$ cat src/rtl/mips_ctrl_pkg.sv
// Shared encodings for the multicycle MIPS control unit: states, opcodes,
// functs, ALU control codes and datapath select encodings.
package mips_ctrl_pkg;

  typedef enum logic [3:0] {
    FETCH   = 4'd0,
    DECODE  = 4'd1,
    MEMADR  = 4'd2,
    MEMRD   = 4'd3,
    MEMWB   = 4'd4,
    MEMWR   = 4'd5,
    RTYPEEX = 4'd6,
    RTYPEWB = 4'd7,
    BEQEX   = 4'd8,
    BNEEX   = 4'd9,
    ADDIEX  = 4'd10,
    ADDIWB  = 4'd11,
    JEX     = 4'd12,
    JALEX   = 4'd13,
    JREX    = 4'd14
  } state_t;

  localparam logic [5:0] OP_RTYPE = 6'b000000;
  localparam logic [5:0] OP_LW    = 6'b100011;
  localparam logic [5:0] OP_SW    = 6'b101011;
  localparam logic [5:0] OP_BEQ   = 6'b000100;
  localparam logic [5:0] OP_BNE   = 6'b000101;
  localparam logic [5:0] OP_ADDI  = 6'b001000;
  localparam logic [5:0] OP_J     = 6'b000010;
  localparam logic [5:0] OP_JAL   = 6'b000011;

  localparam logic [5:0] F_ADD = 6'b100000;
  localparam logic [5:0] F_SUB = 6'b100010;
  localparam logic [5:0] F_AND = 6'b100100;
  localparam logic [5:0] F_OR  = 6'b100101;
  localparam logic [5:0] F_SLT = 6'b101010;
  localparam logic [5:0] F_JR  = 6'b001000;

  localparam logic [2:0] ALU_ADD = 3'b010;
  localparam logic [2:0] ALU_SUB = 3'b110;
  localparam logic [2:0] ALU_AND = 3'b000;
  localparam logic [2:0] ALU_OR  = 3'b001;
  localparam logic [2:0] ALU_SLT = 3'b111;

  localparam logic [1:0] AOP_ADD   = 2'b00;
  localparam logic [1:0] AOP_SUB   = 2'b01;
  localparam logic [1:0] AOP_FUNCT = 2'b10;

  localparam logic [1:0] RD_RT = 2'b00;
  localparam logic [1:0] RD_RD = 2'b01;
  localparam logic [1:0] RD_RA = 2'b10;

  localparam logic [1:0] M2R_ALUOUT = 2'b00;
  localparam logic [1:0] M2R_DATA   = 2'b01;
  localparam logic [1:0] M2R_PC     = 2'b10;

  localparam logic [1:0] PC_ALURES = 2'b00;
  localparam logic [1:0] PC_ALUOUT = 2'b01;
  localparam logic [1:0] PC_JUMP   = 2'b10;
  localparam logic [1:0] PC_REG    = 2'b11;

  localparam logic [1:0] SRCB_B     = 2'b00;
  localparam logic [1:0] SRCB_FOUR  = 2'b01;
  localparam logic [1:0] SRCB_IMM   = 2'b10;
  localparam logic [1:0] SRCB_IMMSH = 2'b11;

endpackage

$ cat src/rtl/aludec.sv
// ALU decoder shared with the single-cycle core: aluop/funct -> alucontrol.
// funct_ok flags a supported R-type funct independent of aluop.
module aludec import mips_ctrl_pkg::*; #(
  parameter int FW = 6
) (
  input  logic [1:0]    aluop,
  input  logic [FW-1:0] funct,
  output logic [2:0]    alucontrol,
  output logic          funct_ok
);

  logic [2:0] fctl;

  // Kept apart from the aluop mux so funct_ok never depends on aluop.
  always_comb begin
    fctl     = ALU_ADD;
    funct_ok = 1'b1;
    case (funct)
      F_ADD:   fctl = ALU_ADD;
      F_SUB:   fctl = ALU_SUB;
      F_AND:   fctl = ALU_AND;
      F_OR:    fctl = ALU_OR;
      F_SLT:   fctl = ALU_SLT;
      default: funct_ok = 1'b0;
    endcase
  end

  always_comb begin
    case (aluop)
      AOP_ADD: alucontrol = ALU_ADD;
      AOP_SUB: alucontrol = ALU_SUB;
      default: alucontrol = fctl;
    endcase
  end

endmodule

$ cat src/rtl/multicycle_controller.sv
// Multicycle MIPS control FSM: sequences fetch/decode/execute/mem/writeback
// and drives datapath strobes and selects, gated only by mem_ready and zero.
module multicycle_controller import mips_ctrl_pkg::*; #(
  parameter int OPW     = 6,
  parameter int FW      = 6,
  parameter int ACW     = 3,
  parameter bit HAS_JAL = 1'b1,
  parameter bit HAS_BNE = 1'b1
) (
  input  logic           clk,
  input  logic           reset,
  input  logic [OPW-1:0] op,
  input  logic [FW-1:0]  funct,
  input  logic           zero,
  input  logic           mem_ready,
  output logic           pcen,
  output logic           iord,
  output logic           memwrite,
  output logic           irwrite,
  output logic           regwrite,
  output logic [1:0]     regdst,
  output logic [1:0]     memtoreg,
  output logic           alusrca,
  output logic [1:0]     alusrcb,
  output logic [1:0]     pcsrc,
  output logic [ACW-1:0] alucontrol,
  output logic           illegal_op,
  output logic [3:0]     state_o
);

  state_t     state, next, dec_next;
  logic [1:0] aluop;
  logic [2:0] alu_ctl;
  logic       funct_ok, dec_illegal, alu_use;

  aludec #(.FW(FW)) u_aludec (
    .aluop      (aluop),
    .funct      (funct),
    .alucontrol (alu_ctl),
    .funct_ok   (funct_ok)
  );

  always_comb begin
    dec_next    = FETCH;
    dec_illegal = 1'b0;
    case (op)
      OP_LW, OP_SW: dec_next = MEMADR;
      OP_RTYPE:
        if (HAS_JAL && funct == F_JR) dec_next = JREX;
        else if (funct_ok)            dec_next = RTYPEEX;
        else                          dec_illegal = 1'b1;
      OP_BEQ:  dec_next = BEQEX;
      OP_BNE:  if (HAS_BNE) dec_next = BNEEX; else dec_illegal = 1'b1;
      OP_ADDI: dec_next = ADDIEX;
      OP_J:    dec_next = JEX;
      OP_JAL:  if (HAS_JAL) dec_next = JALEX; else dec_illegal = 1'b1;
      default: dec_illegal = 1'b1;
    endcase
  end

  always_comb begin
    case (state)
      FETCH:   next = mem_ready ? DECODE : FETCH;
      DECODE:  next = dec_next;
      MEMADR:  next = (op == OP_LW) ? MEMRD : MEMWR;
      MEMRD:   next = mem_ready ? MEMWB : MEMRD;
      MEMWR:   next = mem_ready ? FETCH : MEMWR;
      RTYPEEX: next = RTYPEWB;
      ADDIEX:  next = ADDIWB;
      default: next = FETCH;
    endcase
  end

  always_ff @(posedge clk or negedge reset)
    if (!reset) state <= FETCH;
    else        state <= next;

  // Everything decodes to zero while reset is held, even though state is FETCH.
  always_comb begin
    pcen = 1'b0; iord = 1'b0; memwrite = 1'b0; irwrite = 1'b0; regwrite = 1'b0;
    regdst = RD_RT; memtoreg = M2R_ALUOUT; alusrca = 1'b0; alusrcb = SRCB_B;
    pcsrc = PC_ALURES; aluop = AOP_ADD; alu_use = 1'b0; illegal_op = 1'b0;
    if (reset) begin
      case (state)
        FETCH:   begin alusrcb = SRCB_FOUR; alu_use = 1'b1; irwrite = mem_ready; pcen = mem_ready; end
        DECODE:  begin alusrcb = SRCB_IMMSH; alu_use = 1'b1; illegal_op = dec_illegal; end
        MEMADR:  begin alusrca = 1'b1; alusrcb = SRCB_IMM; alu_use = 1'b1; end
        MEMRD:   iord = 1'b1;
        MEMWB:   begin regwrite = 1'b1; memtoreg = M2R_DATA; end
        MEMWR:   begin iord = 1'b1; memwrite = 1'b1; end
        RTYPEEX: begin alusrca = 1'b1; aluop = AOP_FUNCT; alu_use = 1'b1; end
        RTYPEWB: begin regwrite = 1'b1; regdst = RD_RD; end
        BEQEX, BNEEX: begin
          alusrca = 1'b1; aluop = AOP_SUB; alu_use = 1'b1; pcsrc = PC_ALUOUT;
          pcen = (state == BEQEX) ? zero : ~zero;
        end
        ADDIEX:  begin alusrca = 1'b1; alusrcb = SRCB_IMM; alu_use = 1'b1; end
        ADDIWB:  regwrite = 1'b1;
        JEX:     begin pcsrc = PC_JUMP; pcen = 1'b1; end
        JALEX:   begin pcsrc = PC_JUMP; pcen = 1'b1; regwrite = 1'b1; regdst = RD_RA; memtoreg = M2R_PC; end
        JREX:    begin pcsrc = PC_REG; pcen = 1'b1; end
        default: ;
      endcase
    end
  end

  assign alucontrol = alu_use ? ACW'(alu_ctl) : '0;
  assign state_o    = state;

endmodule

$ cat config.mk
export PLATFORM = sky130hd
export DESIGN_NAME = multicycle_controller
export DESIGN_NICKNAME = d
export VERILOG_FILES = /design/src/rtl/mips_ctrl_pkg.sv /design/src/rtl/aludec.sv /design/src/rtl/multicycle_controller.sv
export SDC_FILE = /design/constraint.sdc
export NUM_CORES = 1
export LEC_CHECK = 0
export CAP_MARGIN = 10
export CORE_ASPECT_RATIO = 1.1
export CORE_MARGIN = 2
export CORE_UTILIZATION = 41
export CTS_CLUSTER_SIZE = 12
export DETAILED_ROUTE_END_ITERATION = 10
export PLACE_DENSITY_LB_ADDON = 0.25
export REMOVE_ABC_BUFFERS = 1
export SYNTH_ARGS = -nofsm -noshare
export SYNTH_HDL_FRONTEND = slang
export SYNTH_SLANG_ARGS = --single-unit
$ cat constraint.sdc
create_clock -name clk -period 2 [get_ports clk]
set_input_delay 0.3 -clock clk [delete_from_list [all_inputs] [get_ports clk]]
set_output_delay 0.3 -clock clk [all_outputs]
set_load 0.03 [all_outputs]
-- Yosys cells after proc, flatten, opt, wreduce, memory -nomap -nowiden
Index checks and enable logic that the tools add are counted.
- reductions and logical operators: 14
- muxes and demuxes: 42
- bitwise gates (word level): 1
- equal/unequal tests: 28
- operators with widths (operator ; number):
    $pmux W4 S7 ; 2
    $eq A6 B6 Y1 const B ; 7
    $eq A4 B4 Y1 const B ; 7
    $mux W1 ; 20
    $eq A4 B3 Y1 const B ; 4
    $mux W3 ; 5
    $reduce_or A7 Y1 ; 2
    $eq A6 B2 Y1 const B ; 2
    $eq A6 B3 Y1 const B ; 2
    $eq A6 B4 Y1 const B ; 2
    $pmux W2 S2 ; 3
    $pmux W2 S3 ; 2
    $pmux W3 S4 ; 1
    $mux W2 ; 5
    $reduce_or A2 Y1 ; 5
    $reduce_or A5 Y1 ; 2
    $eq A4 B2 Y1 const B ; 2
    $logic_not A6 Y1 ; 1
    $pmux W3 S2 ; 1
    $eq A4 B1 Y1 const B ; 1
    $logic_not A4 Y1 ; 1
    $mux W4 ; 1
    $reduce_or A4 Y1 ; 1
    $pmux W1 S3 ; 1
    other kinds (5) ; 5
- output and inout port bits: 22
- bits in registers: 4
- logic and storage cells: 86

-- Depth between registers and ports, before layout
- word-level depth: 8
- gate-level depth with buffers: 6
- depth with buffers taken out: 5

-- Hierarchy
Synthesis repeated with hierarchy kept, for this count alone.
- cell total of the unflattened synthesis: 111
- area, all modules: 783.3 um^2
- by module, submodules not included (module ; cells each ; times used ; area each (um^2)):
    multicycle_controller ; 100 ; 1 ; 674.4
    aludec ; 11 ; 1 ; 108.9

-- Worst setup path before layout
OpenSTA, ideal clock, no wires.
- kind: flip-flop to output port
- start: reg state[1] (netlist: state_o[1])
- end: out pcen
- required time: 1700 ps
- arrival: 2198 ps
- cell stages (with the launch flop): 4
- path buffers: 1
- setup slack: -498 ps
- cells stage by stage: dfrtp_1 > clkbuf_1 > nor4_1 > a31o_2
- cells in the longest elaborated chain, start to end: 4
- elaborated cells between the ends (all ways): 11
- those cells by class: 5 x eq/ne; 3 x mux; 3 x reduce/logical
- ends and longest elaborated chain (what ; line ; RTL):
    start, declared ; multicycle_controller.sv:31 ; state_t state, next, dec_next;
    start signal, assigned ; multicycle_controller.sv:76 ; else state <= next;
    $eq A4 B4 Y1 (on tied branches) ; multicycle_controller.sv:84, multicycle_controller.sv:95 ;
    $reduce_or A3 Y1 (no source line) (tied with other cells) ; n/a ;
    $pmux W1 S3 * ; multicycle_controller.sv:84 ; case (state)
    $mux W1 * ; multicycle_controller.sv:83 ; if (reset) begin
    end, declared ; multicycle_controller.sv:16 ; output logic pcen,
Mark *: on every way between the ends. The rest lies on a longest branch, timed or not.

-- Worst setup path in the final report
- start: reg state[0] (netlist: state_o[0])
- end: out alucontrol[2]
- cells in the longest elaborated chain, start to end: 7
- elaborated cells between the ends (all ways): 17
- those cells by class: 7 x eq/ne; 6 x mux; 4 x reduce/logical
- ends and longest elaborated chain (what ; line ; RTL):
    $eq A4 B4 Y1 ; multicycle_controller.sv:84 ;
    $reduce_or A2 Y1 ; multicycle_controller.sv:84 ;
    $pmux W2 S2 ; multicycle_controller.sv:84 ;
    $mux W2 ; multicycle_controller.sv:83 ;
    $eq A2 B1 Y1 or $logic_not A2 Y1 (tied branches) ; aludec.sv:29 ; case (aluop)
    $pmux W3 S2 ; aludec.sv:29 ;
    $mux W3 * ; multicycle_controller.sv:107 ; assign alucontrol = alu_use ? ACW'(alu_ctl) : '0;
    end, declared ; multicycle_controller.sv:26 ; output logic [ACW-1:0] alucontrol,
Marked as above.

==> results.json <==
{
  "root_buffer": "clkbuf_4",
  "crit_arrival_ps": 1700,
  "crit_chain": "nand2b_4, nor4bb_4, buf_4, a32oi_1, nor2b_1, buf_4",
  "crit_buf_inv": 2,
  "timing.final.ws_setup_ps": 3.263,
  "grt_pass1_vias": 1112,
  "num-fill-cells": 125,
  "start_util_pct": 44.92,
  "cts_made_buffers": 3,
  "syn_area_um2": 818.3,
  "finalSetupViolCount": 0,
  "rows": 16,
  "grt_usage_pct": 25.19,
  "critPathCaptureType": "output pin",
  "synth_async_sr_flop_share_pct": 100.0,
  "dieArea_mm2": 0.002370,
  "drt-pass1-iter-count": 4,
  "drtIter0Drc": 35,
  "fmax_mhz": 500.8,
  "wl_um": 3021,
  "finalCritPeriodShare_pct": 99.84,
  "power_uw": 400.0,
  "core_mm2": 0.001822,
  "num-nets-final": 206,
  "synth-edff-count": 0,
  "die_x_um": 46.60,
  "rr_worst_depth": 6,
  "vdd_drop_max_mv": 0.2266,
  "critPathLaunchType": "flop",
  "cts_tree": "built",
  "ant_nets": 0,
  "yosysWarnings": 0,
  "rsz0062_at_grt": "yes",
  "path_clk_slew_ps": 40,
  "hp-class": "in -> async",
  "outcome": "finished, final reports clean",
  "worstMarginPinSlew_ps": 320.3,
  "netlist_instances": 119,
  "htree_levels": 1,
  "gr-total-overflow": 0,
  "drv_cap": 0,
  "num_vias": 1170,
  "ys_seq_elements": 4,
  "crit_family": "simple AND/OR/NAND/NOR gates",
  "cp_max_fo": 7,
  "leakagePower_nw": 0.6887,
  "maxSlewHeadroom_pct": 78.48,
  "setup_tns_ps": 0,
  "path_common_cell": "buf_4",
  "io_pins": 38,
  "hold_buffers": 0,
  "grt_max_degree": 15,
  "yosysSeqAreaShare_pct": 12.23,
  "clock_path_buffers": 2,
  "grt_pass1_wl_um": 4457,
  "antennaDiodeCount": 0,
  "layout_common_cells": "buf_4, nor2_1, nand2_1",
  "syn2layout_area_growth_pct": 80.73,
  "syn_area_per_cell_um2": 6.876,
  "hpwl_um": 2147,
  "port_buffers": 37,
  "ys_types": 45,
  "drc_errors": 0,
  "cts_sinks": 4,
  "synth_flop_cell": "dfrtp_1",
  "required_ps": 1700,
  "worstSetupPathType": "reg -> out",
  "finalHoldViolations": 0,
  "final_common_cell": "buf_4",
  "fin_skew_ps": 5.047,
  "wl_per_cell_um": 14.05,
  "finalMaxSlewViolations": 0,
  "largest_reg_flops": 4,
  "r2r-start": "state_o[2]",
  "power_density_mw_per_mm2": 270.5,
  "cp_slowest_stage_delay_ps": 430,
  "gp_congestion": 0.8573,
  "worst-r2r-setup-slack_ps": 580,
  "worstReg2RegEnd": "state_o[0]",
  "drive_gt1_share_pct": 41.49,
  "place_ws_ps": -646.1,
  "avgViaCountPerCell": 5.442,
  "die_h_um": 50.86,
  "clkLatencyLatePin_ps": 240,
  "fin_crit_ps": 1997,
  "crit_slowest_cell": "dfrtp_2",
  "antenna_found_initial": 0
}
[synthesized netlist by cell type (3+ instances only)]
| cell type | number | area share, % |
|---|---|---|
| inv_1 | 3 | 1.4 |
| a21oi_1 | 10 | 6.1 |
| nand2_1 | 12 | 5.5 |
| o21ai_0 | 3 | 1.8 |
| nor3b_1 | 4 | 3.7 |
| nor3_1 | 7 | 4.3 |
| clkbuf_1 | 5 | 2.3 |
| mux2i_1 | 3 | 3.7 |
| nor2b_1 | 4 | 3.1 |
| nor2_1 | 18 | 8.3 |
| dfrtp_1 | 4 | 12 |
| buf_2 | 3 | 1.8 |
| nand2b_1 | 4 | 3.1 |
| o22ai_1 | 3 | 2.3 |
[worst max-delay path by stage]
| stage | from | end | slack [ps] | depth (start not counted) |
|---|---|---|---|---|
| after global placement | funct[1] | illegal_op | -620 | 6 |
| after floorplan | state_o[2] | pcen | -600 | 3 |
| after global routing | state_o[3] | alucontrol[2] | -70 | 6 |
| after detailed placement | funct[3] | illegal_op | -650 | 6 |
| after CTS | op[4] | illegal_op | 5 | 6 |
| final | state_o[0] | alucontrol[2] | 3 | 6 |
[cells by family (layout without fill, tap and decap cells)]
group | after synthesis | after routing | share of synthesized area [%]
AOI/OAI and AO/OA | 29 | 29 | 25.38
xor gates and xnor gates | 2 | 2 | 2.141
buffers and inverters | 12 | 81 | 6.880
DFF | 4 | 4 | 12.23
muxes | 4 | 4 | 5.046
and+or+nand+nor | 68 | 68 | 48.32
[report_power, final]
part | switching (mW) | internal [mW]
Sequential | 0.00371 | 0.0840
Clock | 0.0349 | 0.0672
Combinational | 0.106 | 0.104
[final cells by class]
| type | instances | area (um^2) | share of cell area (%) |
|---|---|---|---|
| Tap cell | 27 | 33.78 | 2.284 |
| Inverter | 3 | 11.26 | 0.7614 |
| Multi-Input combinational cell | 103 | 704.4 | 47.63 |
| Clock buffer | 3 | 22.52 | 1.523 |
| Timing Repair Buffer | 75 | 605.6 | 40.95 |
| Sequential cell | 4 | 101.3 | 6.853 |
[layer usage]
metal,track usage [%],vias to the layer above,routed length [um]
met3,2.473,7,145
met5,0,-,0
met4,7.143,0,51
met2,50.00,55,1654
li1,-,582,-
met1,26.04,526,1169
[through the flow]
step | std cells | area (um^2) | util, % | hold slack, ps
2_1_floorplan | 110 | 773.2 | - | 4.409
3_3_place_gp | 207 | 1385 | 76.03 | 646.5
3_5_place_dp | 207 | 1385 | 76.03 | 664.9
4_1_cts | 211 | 1425 | 78.23 | 438.4
5_1_grt | 215 | 1479 | 81.18 | 444.2
6_report | 215 | 1479 | 81.18 | 424.4
[what timing repair did]
| item | 4_1_cts | 5_1_grt |
|---|---|---|
| setup buffers | 1 | 4 |
| pin swaps | 2 | 6 |
| resized for setup | 20 | 12 |
| endpoints found under the setup margin | 4 | 7 |
Note: power is estimated with default switching activity, not from simulation.
